`src/rtl/scb_insert_ctrl_if.sv`:
```
// Issue-side and cell-array bus of one scoreboard bank insert controller.
// Optional statistics signals exist only when SCB_INSERT_CTRL_STAT_EN is defined.
interface scb_insert_ctrl_if #(
  parameter int N_CELL  = 8,
  parameter int W_ident = 4,
  parameter int W_pip   = 2,
  parameter int W_PA_rx = 5,
  parameter int W_state = 7
);
  logic                         iss_valid;
  logic                         iss_ready;
  logic [W_pip-1:0]             iss_pip;
  logic [W_PA_rx-1:0]           iss_rd;
  logic                         iss_cls;
  logic [N_CELL-1:0]            cell_used;
  logic [N_CELL-1:0]            cell_ck0;
  logic [N_CELL-1:0]            cell_ck1;
  logic [N_CELL-1:0]            cell_done;
  logic                         cfi_clear;
  logic [W_ident-1:0]           o_addr_insert;
  logic [W_pip-1:0]             o_pip;
  logic [W_PA_rx-1:0]           o_rd;
  logic [W_state-1:0]           o_state;
  logic                         o_clear;
  logic [$clog2(N_CELL+1)-1:0]  occ;
  logic                         wb_coll;
`ifdef SCB_INSERT_CTRL_STAT_EN
  logic [31:0]                  st_ins;
  logic [31:0]                  st_stall;

  modport master (
    output iss_valid, iss_pip, iss_rd, iss_cls, cell_used, cell_ck0, cell_ck1,
           cell_done, cfi_clear,
    input  iss_ready, o_addr_insert, o_pip, o_rd, o_state, o_clear, occ, wb_coll,
           st_ins, st_stall
  );
  modport slave (
    input  iss_valid, iss_pip, iss_rd, iss_cls, cell_used, cell_ck0, cell_ck1,
           cell_done, cfi_clear,
    output iss_ready, o_addr_insert, o_pip, o_rd, o_state, o_clear, occ, wb_coll,
           st_ins, st_stall
  );
`else
  modport master (
    output iss_valid, iss_pip, iss_rd, iss_cls, cell_used, cell_ck0, cell_ck1,
           cell_done, cfi_clear,
    input  iss_ready, o_addr_insert, o_pip, o_rd, o_state, o_clear, occ, wb_coll
  );
  modport slave (
    input  iss_valid, iss_pip, iss_rd, iss_cls, cell_used, cell_ck0, cell_ck1,
           cell_done, cfi_clear,
    output iss_ready, o_addr_insert, o_pip, o_rd, o_state, o_clear, occ, wb_coll
  );
`endif
endinterface

```
`src/rtl/scb_insert_ctrl.sv`:
```
// Scoreboard bank insert controller: skid-buffered issue, free-cell pick, hazard check,
// CFI clear sequencing, occupancy and write-back collision tracking.
// Define SCB_INSERT_CTRL_STAT_EN to add the st_ins / st_stall counters.
module scb_insert_ctrl #(
  parameter int N_CELL    = 8,
  parameter int W_ident   = 4,
  parameter int W_pip     = 2,
  parameter int W_PA_rx   = 5,
  parameter int W_state   = 7,
  parameter int V_FUT0    = 1,
  parameter int V_FUT1    = 4,
  parameter int FLUSH_CYC = 2
) (
  input  logic            clk,
  input  logic            rst,
  scb_insert_ctrl_if.slave bus
);
  localparam int W_OCC = $clog2(N_CELL + 1);
  localparam int W_FC  = (FLUSH_CYC > 1) ? $clog2(FLUSH_CYC) : 1;
  localparam logic [W_ident-1:0] NO_INS = '1;
  localparam logic [0:0] S_RUN   = 1'b0;
  localparam logic [0:0] S_FLUSH = 1'b1;

  logic [0:0]          state_q, state_d;
  logic [W_FC-1:0]     cnt_q, cnt_d;
  logic                skid_vld_q, skid_vld_d;
  logic [W_pip-1:0]    skid_pip_q, skid_pip_d;
  logic [W_PA_rx-1:0]  skid_rd_q, skid_rd_d;
  logic                skid_cls_q, skid_cls_d;
  logic [W_ident-1:0]  addr_q, addr_d;
  logic [W_pip-1:0]    pip_q, pip_d;
  logic [W_PA_rx-1:0]  rd_q, rd_d;
  logic [W_state-1:0]  st_q, st_d;
  logic                clear_q, clear_d;
  logic [W_OCC-1:0]    occ_q, occ_d;
  logic                wb_coll_q, wb_coll_d;

  logic [N_CELL-1:0]   pend_mask, free, ck_sel;
  logic [W_ident-1:0]  pick;
  logic [W_OCC-1:0]    done_cnt;
  logic [W_OCC:0]      occ_sum, occ_diff;
  logic                haz, ins_go;

  // NOTE: every signal assigned in an always_comb gets a default first, so no latch is inferred.
  always_comb begin
    pend_mask = '0;
    pick      = NO_INS;
    done_cnt  = '0;
    for (int i = 0; i < N_CELL; i++) begin
      pend_mask[i] = (addr_q == W_ident'(i));
      done_cnt     = done_cnt + W_OCC'(bus.cell_done[i]);
    end
    free = ~bus.cell_used & ~pend_mask;
    for (int i = N_CELL - 1; i >= 0; i--) begin
      if (free[i]) pick = W_ident'(i);
    end
    ck_sel = skid_cls_q ? bus.cell_ck1 : bus.cell_ck0;
    haz    = |(bus.cell_used & ~ck_sel);
    // A same-cycle clear cancels the decision, so the cell bus never sees it.
    ins_go = (state_q == S_RUN) && skid_vld_q && (free != '0) && !haz && !bus.cfi_clear;
  end

  assign bus.iss_ready = (state_q == S_RUN) && (!skid_vld_q || ins_go);

  always_comb begin
    state_d    = state_q;
    cnt_d      = cnt_q;
    skid_vld_d = skid_vld_q;
    skid_pip_d = skid_pip_q;
    skid_rd_d  = skid_rd_q;
    skid_cls_d = skid_cls_q;
    addr_d     = ins_go ? pick : NO_INS;
    pip_d      = pip_q;
    rd_d       = rd_q;
    st_d       = st_q;
    clear_d    = bus.cfi_clear;
    wb_coll_d  = wb_coll_q | (done_cnt > W_OCC'(1));

    if (bus.cfi_clear) begin
      state_d = S_FLUSH;
      cnt_d   = W_FC'(FLUSH_CYC - 1);
    end else if (state_q == S_FLUSH) begin
      if (cnt_q == '0) state_d = S_RUN;
      else             cnt_d   = cnt_q - 1'b1;
    end

    if (ins_go) begin
      pip_d      = skid_pip_q;
      rd_d       = skid_rd_q;
      st_d       = skid_cls_q ? W_state'(V_FUT1) : W_state'(V_FUT0);
      skid_vld_d = 1'b0;
    end
    if (bus.cfi_clear) begin
      skid_vld_d = 1'b0;
    end else if (bus.iss_valid && bus.iss_ready) begin
      skid_vld_d = 1'b1;
      skid_pip_d = bus.iss_pip;
      skid_rd_d  = bus.iss_rd;
      skid_cls_d = bus.iss_cls;
    end

    occ_sum  = {1'b0, occ_q} + (W_OCC+1)'(addr_q != NO_INS);
    occ_diff = (occ_sum < {1'b0, done_cnt}) ? '0 : occ_sum - {1'b0, done_cnt};
    if (bus.cfi_clear)                     occ_d = '0;
    else if (occ_diff > (W_OCC+1)'(N_CELL)) occ_d = W_OCC'(N_CELL);
    else                                   occ_d = occ_diff[W_OCC-1:0];
  end

  // NOTE: sequential state is updated only with non-blocking assignments.
  always_ff @(posedge clk or posedge rst) begin
    if (rst) begin
      state_q    <= S_RUN;
      cnt_q      <= '0;
      skid_vld_q <= 1'b0;
      skid_pip_q <= '0;
      skid_rd_q  <= '0;
      skid_cls_q <= 1'b0;
      addr_q     <= NO_INS;
      pip_q      <= '0;
      rd_q       <= '0;
      st_q       <= '0;
      clear_q    <= 1'b0;
      occ_q      <= '0;
      wb_coll_q  <= 1'b0;
    end else begin
      state_q    <= state_d;
      cnt_q      <= cnt_d;
      skid_vld_q <= skid_vld_d;
      skid_pip_q <= skid_pip_d;
      skid_rd_q  <= skid_rd_d;
      skid_cls_q <= skid_cls_d;
      addr_q     <= addr_d;
      pip_q      <= pip_d;
      rd_q       <= rd_d;
      st_q       <= st_d;
      clear_q    <= clear_d;
      occ_q      <= occ_d;
      wb_coll_q  <= wb_coll_d;
    end
  end

  assign bus.o_addr_insert = addr_q;
  assign bus.o_pip         = pip_q;
  assign bus.o_rd          = rd_q;
  assign bus.o_state       = st_q;
  assign bus.o_clear       = clear_q;
  assign bus.occ           = occ_q;
  assign bus.wb_coll       = wb_coll_q;

`ifdef SCB_INSERT_CTRL_STAT_EN
  logic [31:0] st_ins_q, st_stall_q;

  always_ff @(posedge clk or posedge rst) begin
    if (rst) begin
      st_ins_q   <= '0;
      st_stall_q <= '0;
    end else begin
      if (ins_go)                 st_ins_q   <= st_ins_q + 32'd1;
      if (skid_vld_q && !ins_go)  st_stall_q <= st_stall_q + 32'd1;
    end
  end

  assign bus.st_ins   = st_ins_q;
  assign bus.st_stall = st_stall_q;
`endif
endmodule
```
`src/flat_wrapper.sv`:
```
// flat-port wrapper written by rule: the top's interface ports become plain ports
module scb_insert_ctrl_flat 
#(
  parameter int N_CELL    = 8,
  parameter int W_ident   = 4,
  parameter int W_pip     = 2,
  parameter int W_PA_rx   = 5,
  parameter int W_state   = 7,
  parameter int V_FUT0    = 1,
  parameter int V_FUT1    = 4,
  parameter int FLUSH_CYC = 2
)
  (clk, rst, bus_iss_valid, bus_iss_pip, bus_iss_rd, bus_iss_cls, bus_cell_used, bus_cell_ck0, bus_cell_ck1, bus_cell_done, bus_cfi_clear, bus_iss_ready, bus_o_addr_insert, bus_o_pip, bus_o_rd, bus_o_state, bus_o_clear, bus_occ, bus_wb_coll);
  scb_insert_ctrl_if #(.N_CELL(N_CELL), .W_ident(W_ident), .W_pip(W_pip), .W_PA_rx(W_PA_rx), .W_state(W_state)) bus_i ();
  input  logic clk;
  input  logic rst;
  input wire logic [$bits(bus_i.iss_valid)-1:0] bus_iss_valid;
  input wire logic [$bits(bus_i.iss_pip)-1:0] bus_iss_pip;
  input wire logic [$bits(bus_i.iss_rd)-1:0] bus_iss_rd;
  input wire logic [$bits(bus_i.iss_cls)-1:0] bus_iss_cls;
  input wire logic [$bits(bus_i.cell_used)-1:0] bus_cell_used;
  input wire logic [$bits(bus_i.cell_ck0)-1:0] bus_cell_ck0;
  input wire logic [$bits(bus_i.cell_ck1)-1:0] bus_cell_ck1;
  input wire logic [$bits(bus_i.cell_done)-1:0] bus_cell_done;
  input wire logic [$bits(bus_i.cfi_clear)-1:0] bus_cfi_clear;
  output wire logic [$bits(bus_i.iss_ready)-1:0] bus_iss_ready;
  output wire logic [$bits(bus_i.o_addr_insert)-1:0] bus_o_addr_insert;
  output wire logic [$bits(bus_i.o_pip)-1:0] bus_o_pip;
  output wire logic [$bits(bus_i.o_rd)-1:0] bus_o_rd;
  output wire logic [$bits(bus_i.o_state)-1:0] bus_o_state;
  output wire logic [$bits(bus_i.o_clear)-1:0] bus_o_clear;
  output wire logic [$bits(bus_i.occ)-1:0] bus_occ;
  output wire logic [$bits(bus_i.wb_coll)-1:0] bus_wb_coll;
  assign bus_i.iss_valid = bus_iss_valid;
  assign bus_i.iss_pip = bus_iss_pip;
  assign bus_i.iss_rd = bus_iss_rd;
  assign bus_i.iss_cls = bus_iss_cls;
  assign bus_i.cell_used = bus_cell_used;
  assign bus_i.cell_ck0 = bus_cell_ck0;
  assign bus_i.cell_ck1 = bus_cell_ck1;
  assign bus_i.cell_done = bus_cell_done;
  assign bus_i.cfi_clear = bus_cfi_clear;
  assign bus_iss_ready = bus_i.iss_ready;
  assign bus_o_addr_insert = bus_i.o_addr_insert;
  assign bus_o_pip = bus_i.o_pip;
  assign bus_o_rd = bus_i.o_rd;
  assign bus_o_state = bus_i.o_state;
  assign bus_o_clear = bus_i.o_clear;
  assign bus_occ = bus_i.occ;
  assign bus_wb_coll = bus_i.wb_coll;
  scb_insert_ctrl #(.N_CELL(N_CELL), .W_ident(W_ident), .W_pip(W_pip), .W_PA_rx(W_PA_rx), .W_state(W_state), .V_FUT0(V_FUT0), .V_FUT1(V_FUT1), .FLUSH_CYC(FLUSH_CYC)) u_core (.clk(clk), .rst(rst), .bus(bus_i));
endmodule
```
`config.mk`:
```
export PLATFORM = sky130hd
export DESIGN_NAME = scb_insert_ctrl_flat
export DESIGN_NICKNAME = d
export VERILOG_FILES = /design/src/rtl/scb_insert_ctrl_if.sv /design/src/rtl/scb_insert_ctrl.sv /design/src/flat_wrapper.sv
export SDC_FILE = /design/constraint.sdc
export NUM_CORES = 1
export LEC_CHECK = 0
export ABC_CLOCK_PERIOD_IN_PS = 6900
export CAP_MARGIN = 0
export CELL_PAD_IN_SITES_DETAIL_PLACEMENT = 0
export CELL_PAD_IN_SITES_GLOBAL_PLACEMENT = 2
export CORE_ASPECT_RATIO = 1.1
export CORE_MARGIN = 2
export CORE_UTILIZATION = 31
export CTS_BUF_LIST = sky130_fd_sc_hd__clkbuf_4
export DETAILED_ROUTE_END_ITERATION = 10
export HOLD_SLACK_MARGIN = 0.03
export PLACE_DENSITY_LB_ADDON = 0.25
export RECOVER_POWER = 100
export SLEW_MARGIN = 20
export SYNTH_ARGS = -nofsm -noshare
export SYNTH_HDL_FRONTEND = slang
export SYNTH_SLANG_ARGS = --single-unit
```
`constraint.sdc`:
```
create_clock -name clk -period 6.9 [get_ports clk]
set_input_delay 2.07 -clock clk [delete_from_list [all_inputs] [get_ports clk]]
set_output_delay 2.07 -clock clk [all_outputs]
set_load 0.01 [all_outputs]
```
## Word-level counts from Yosys, hierarchy flattened

Index checks and enable logic that the tools add are counted.

- Register bits: 35
- Input bits: 44
- Output and inout port bits: 25

- $add $sub $neg: 10
- Magnitude comparators: 3
- Eq/ne operators: 8
- Muxes and demuxes: 23
- Bitwise operators: 8
- Reductions and logical operators: 16

Operators with widths:

| cell | number |
|---|---|
| two-way mux 4 bit | 11 |
| adder 4 x 1 -> 4 bit | 6 |
| inverter 8 bit | 3 |
| bitwise AND 8 bit | 2 |
| equality test 4 x 3 -> 1 bit (second input constant) | 4 |
| two-way mux 1 bit | 9 |
| equality test 4 x 2 -> 1 bit (second input constant) | 2 |
| two-way mux 8 bit | 1 |
| nonzero test 8 bit | 1 |
| OR reduction 8 bit | 1 |
| logical AND 1 bit | 6 |
| adder 4 x 1 -> 5 bit | 1 |
| > comparator 5 x 4 -> 1 bit (second input constant) | 1 |
| less-than comparator 5 x 4 -> 1 bit | 1 |
| two-way mux 5 bit | 1 |
| subtractor 5 x 4 -> 5 bit | 1 |
| equality test 4 x 1 -> 1 bit (second input constant) | 1 |
| > comparator 4 x 1 -> 1 bit (second input constant) | 1 |
| zero test 4 bit | 1 |
| inequality test 4 bit (second input constant) | 1 |
| zero test 1 bit | 3 |
| two-way mux 3 bit | 1 |
| nonzero test 3 bit | 1 |
| adder 1 x 1 -> 2 bit | 1 |
| other kinds (6) | 7 |

## Logic depth before layout (Yosys ltp)

Gate-level depths: netlist of run 1.

- Word-level depth: 12
- Gate-level depth with buffers: 14

## Worst setup path after synthesis of run 1

No wires, ideal clock.

- Kind: in2out
- From: input port bus_cfi_clear
- To: output port bus_iss_ready
- Data arrival time: 3.443 ns
- Slack: 1.387 ns
- Stages on the path: 7
- Buffers on the path: 1
- Cells stage by stage: clkbuf_1 nand2b_1 a211oi_1 nand3_2 nor3_4 inv_2 a21oi_1

- Longest elaborated chain between the ends: 4

Ends and longest elaborated chain:

| item | line | RTL |
|---|---|---|
| start, declared | flat_wrapper.sv:25 | `input wire logic [$bits(bus_i.cfi_clear)-1:0] bus_cfi_clear;` |
| zero test 1 bit | scb_insert_ctrl.sv:60 | `ins_go = (state_q == S_RUN) && skid_vld_q && (free != '0) && !haz && !bus.cfi_clear;` |
| logical AND 1 bit | scb_insert_ctrl.sv:60 |  |
| logical OR 1 bit | scb_insert_ctrl.sv:63 | `assign bus.iss_ready = (state_q == S_RUN) && (!skid_vld_q \|\| ins_go);` |
| logical AND 1 bit | scb_insert_ctrl.sv:63 |  |
| end, declared | flat_wrapper.sv:26 | `output wire logic [$bits(bus_i.iss_ready)-1:0] bus_iss_ready;` |

No other way between the ends.

## Worst setup path in the final report of run 1

Same ends and word-level chain as after synthesis.

==> impl_results.md, run 1 <==
* Status: complete, but fails checks
* Failing checks: capacitance limit, slew limit
* Post-synth EDFFs at 0
* Delay-heaviest family, CP: buffers and inverters
* Final Critical Period at ~6.5 ns
* Setup violators final at 0
* Final period utilization at 94.24%
* Setup Skew at 0.008530 ns
* Crit start category: primary input
* Actual slew at the worst max-slew pin at 1.728 ns
* Worst Path Arrival at 4.43 ns
* Worst EP required at around 4.8 ns
* P_sw at 0.1979 mW
* PwrDens at roughly 190 nW/um2
* Worst-path clk slew at 0.09 ns
* Synth cell types at 54
* Met2 global-route usage at 24.87%
* CTS hold repair buffers at 0
* Internal power at 0.3683 mW
* Area after DPL at 2884 um2
* Reg area at roughly 760 um2
* Remaining global-route overflow at 0
* Slew Viols, Final at 31
* Fill count at between 700 and 800
* # Post-CTS Setup Buffers at 0
* Clock power share at 18.6%
* Commonest non-fill, non-tap cell in the layout: clkdlybuf4s50_1
* Min-delay worst type: flop to flop
* VDD IR max at 0.08532 mV
* Die span in y at 92.42 um
* Setup CP Type: primary input to output port
* Antenna violations before repair at 0
* CTS tree: yes
* Post-route DRC at 0
* Logic pwr share at 39.1%
* N_diodes at 0
* Die ar. at 7799 um2
* Worst setup EP type: output port
* CP Max Fanout at 9
* Mapped Area at 2203 um2
* Seq/Total Area, Yosys at approximately a third
* Total Neg Setup Slack at 0 ns
* Cell area after layout at 2912 um2
* Syn Area/Cell at 9.416 um2
* Share of layout cells above drive strength 1 at 5.705%
* Cell breakdown of the critical path: dlygate4sd3_1, nand2b_1, a211oi_1, nand3_2, nor3_1, inv_2, a21oi_1, clkdlybuf4s50_1
* Number of global-route vias before repair at 1968
* GRT met1 Usage at between 10% and 20%
* Gate Count Post-Synth at 234
* Drt first-iter violations at 85
* Final Hold Vio Count at 0
* Initial core utilization at 31.63%
* Largest net degree at the start of global routing at 31
* Port Buffer Count at 63
* Drt first pass iters at 4
* Clk_lat worst skew at approximately 0.33 ns
* First-pass GRT wire length at 9.397 mm
* RSZ-0062 raised after global routing: no
* Gpl congestion at 0.7484
* Routed WL at 5.640 mm
* FF+latch count, synth at 30
* Ys Warns at 0
* CTS Buf Count at 5
* CTS Sinks at 30
* Commonest cells after routing, fill and taps aside: 44 x clkdlybuf4s50_1, 26 x dfrtp_1, 20 x inv_1
* CP max stage cell: dlygate4sd3_1
* Vias per cell at 5.104
* Sw Ratio at 34.95%
* Max-Cap Viols at 1
* GR peak layer: met2
* CP Buf/Inv Count at 3
* Die W at 84.39 um
* Core area at around 7000 um2
* Clock buffer depth at 2
* Synth Flop Type: dfrtp_1
* Vias after detailed routing at 1955
* Post-DP HPWL at 4.115 mm
* H-tree depth at 2
* Floorplan row count at 32
* Post-CTS sizing at 0
* Layout Nets at 355
* Reg power frac at 42.3%
* Root Buffer: clkbuf_4
* GR Util met3 at 3.565%
* Slowest stage delay, CP at 0.67 ns
* Fmax achieved at 0.1538 GHz
* Leak pwr at ~1.3 nW
* Ports at 69
* Multi-input logic area at 1264 um2
* Relative slew slack at -15.19%
* Wirelength per Cell at between 10 and 15 um
* Async set-or-reset flop fraction in the synthesized netlist at 100.0%
* Syn-to-layout area delta at 32.14%
* ANT nets after route at 0
* GRT Util Overall at 15.25%
kinds of logic after synthesis:
| kind of cell | share of synthesized area (%) |
|---|---|
| buffers and inverters | 8.517 |
| AND/OR/NAND/NOR | 21.58 |
| XOR/XNOR | 1.590 |
| flip-flops | 34.30 |
| AO/OA/AOI/OAI | 14.82 |
| adder cells (fa/ha/maj) | 9.654 |
| other | 0.1702 |
| multiplexers | 9.370 |
cells in the mapped netlist (2+ instances only):
library cell	number	area, um2
buf_4	5	37.54
xnor2_1	3	26.28
a21oi_1	5	25.02
nand3_1	13	65.06
dfstp_2	4	105.1
nor4_1	2	12.51
nor2b_1	4	25.02
a21o_1	3	22.52
a221oi_1	8	70.07
ha_1	9	112.6
nor2_1	5	18.77
inv_1	20	75.07
o21ai_0	15	75.07
clkbuf_1	6	22.52
nor3_1	2	10.01
or3_1	2	12.51
or4_1	8	60.06
o21a_1	3	22.52
and2_1	9	56.30
fa_1	5	100.1
mux2_2	2	22.52
or2_2	2	12.51
mux2i_1	9	90.09
nor3b_1	9	67.56
buf_6	4	45.04
dfrtp_1	26	650.6
mux2_1	7	78.83
nand2_1	17	63.81
o31ai_1	2	15.01
final timing paths:
check                                                      startpoint                         endpoint  slack [ns]  cells after the start
max in group asynchronous                                         rst   u_core.bus.o_rd[3]$_DFFE_PP0P_        3.12                      3
worst max register to register  u_core.bus.o_addr_insert[0]$_DFF_PP1_      u_core.bus.occ[2]$_DFF_PP0_        3.83                     10
min in group asynchronous                                         rst     u_core.bus.o_clear$_DFF_PP0_        2.77                      3
worst max-delay path                                    bus_cfi_clear                    bus_iss_ready        0.40                      8
worst min-delay path                  u_core.bus.o_pip[1]$_DFFE_PP0P_  u_core.bus.o_pip[1]$_DFFE_PP0P_        0.49                      1
worst min register to register        u_core.bus.o_pip[1]$_DFFE_PP0P_  u_core.bus.o_pip[1]$_DFFE_PP0P_        0.49                      1
flip-flops by register name (all words and copies together) (netlist names):
signal,cells
u_core.bus.o_rd,5
u_core.skid_rd_q,5
u_core.bus.o_addr_insert,4
u_core.bus.occ,4
u_core.bus.o_pip,2
u_core.bus.o_state,2
u_core.skid_pip_q,2
u_core.bus.o_clear,1
u_core.bus.wb_coll,1
u_core.cnt_q,1
u_core.skid_cls_q,1
u_core.skid_vld_q,1
u_core.state_q,1
power groups by stage:
stage / combinational (mW) / sequential (mW) / clock, mW
2_1_floorplan: 0.155 / 0.235 / 0
3_3_place_gp: 0.229 / 0.244 / 0
3_5_place_dp: 0.230 / 0.244 / 0
4_1_cts: 0.232 / 0.241 / 0.112
5_1_grt: 0.250 / 0.245 / 0.118
6_report: 0.222 / 0.239 / 0.105
stage by stage:
step	total power [mW]	util, %	cells	setup WS, ns	hold slack (ns)
5_1_grt	0.6141	41.79	383	0.2555	0.5220
2_1_floorplan	0.3901	-	238	1.387	0.4541
3_5_place_dp	0.4746	41.40	375	0.5087	0.4730
6_report	0.5662	41.79	383	0.3974	0.4926
4_1_cts	0.5846	42.17	383	0.5071	0.4989
3_3_place_gp	0.4727	41.40	375	0.5635	0.4681
layout make-up:
type	instances	share of cell area (%)
clock buffer	6	1.547
timing repair buffer	68	22.43
clock inverter	2	0.3008
inverter	21	2.707
tap	85	3.653
multi-input combinational	171	43.40
sequential	30	25.96
metal layers:
metal	vias up	wire length, um
met2	56	2512
met4	0	85
met5	-	0
li1	961	-
met3	6	299
met1	932	2742
No activity file was read; power rests on OpenSTA's default activity.
==> run 2, diff against run 1 <==
--- a/config.mk
+++ b/config.mk
@@ -17,7 +17,6 @@
 export HOLD_SLACK_MARGIN = 0.03
 export PLACE_DENSITY_LB_ADDON = 0.25
 export RECOVER_POWER = 100
-export SLEW_MARGIN = 20
 export SYNTH_ARGS = -nofsm -noshare
 export SYNTH_HDL_FRONTEND = slang
 export SYNTH_SLANG_ARGS = --single-unit
==> results of run 2 <==
Final layout, timing and power as in run 1 (identical DEF).
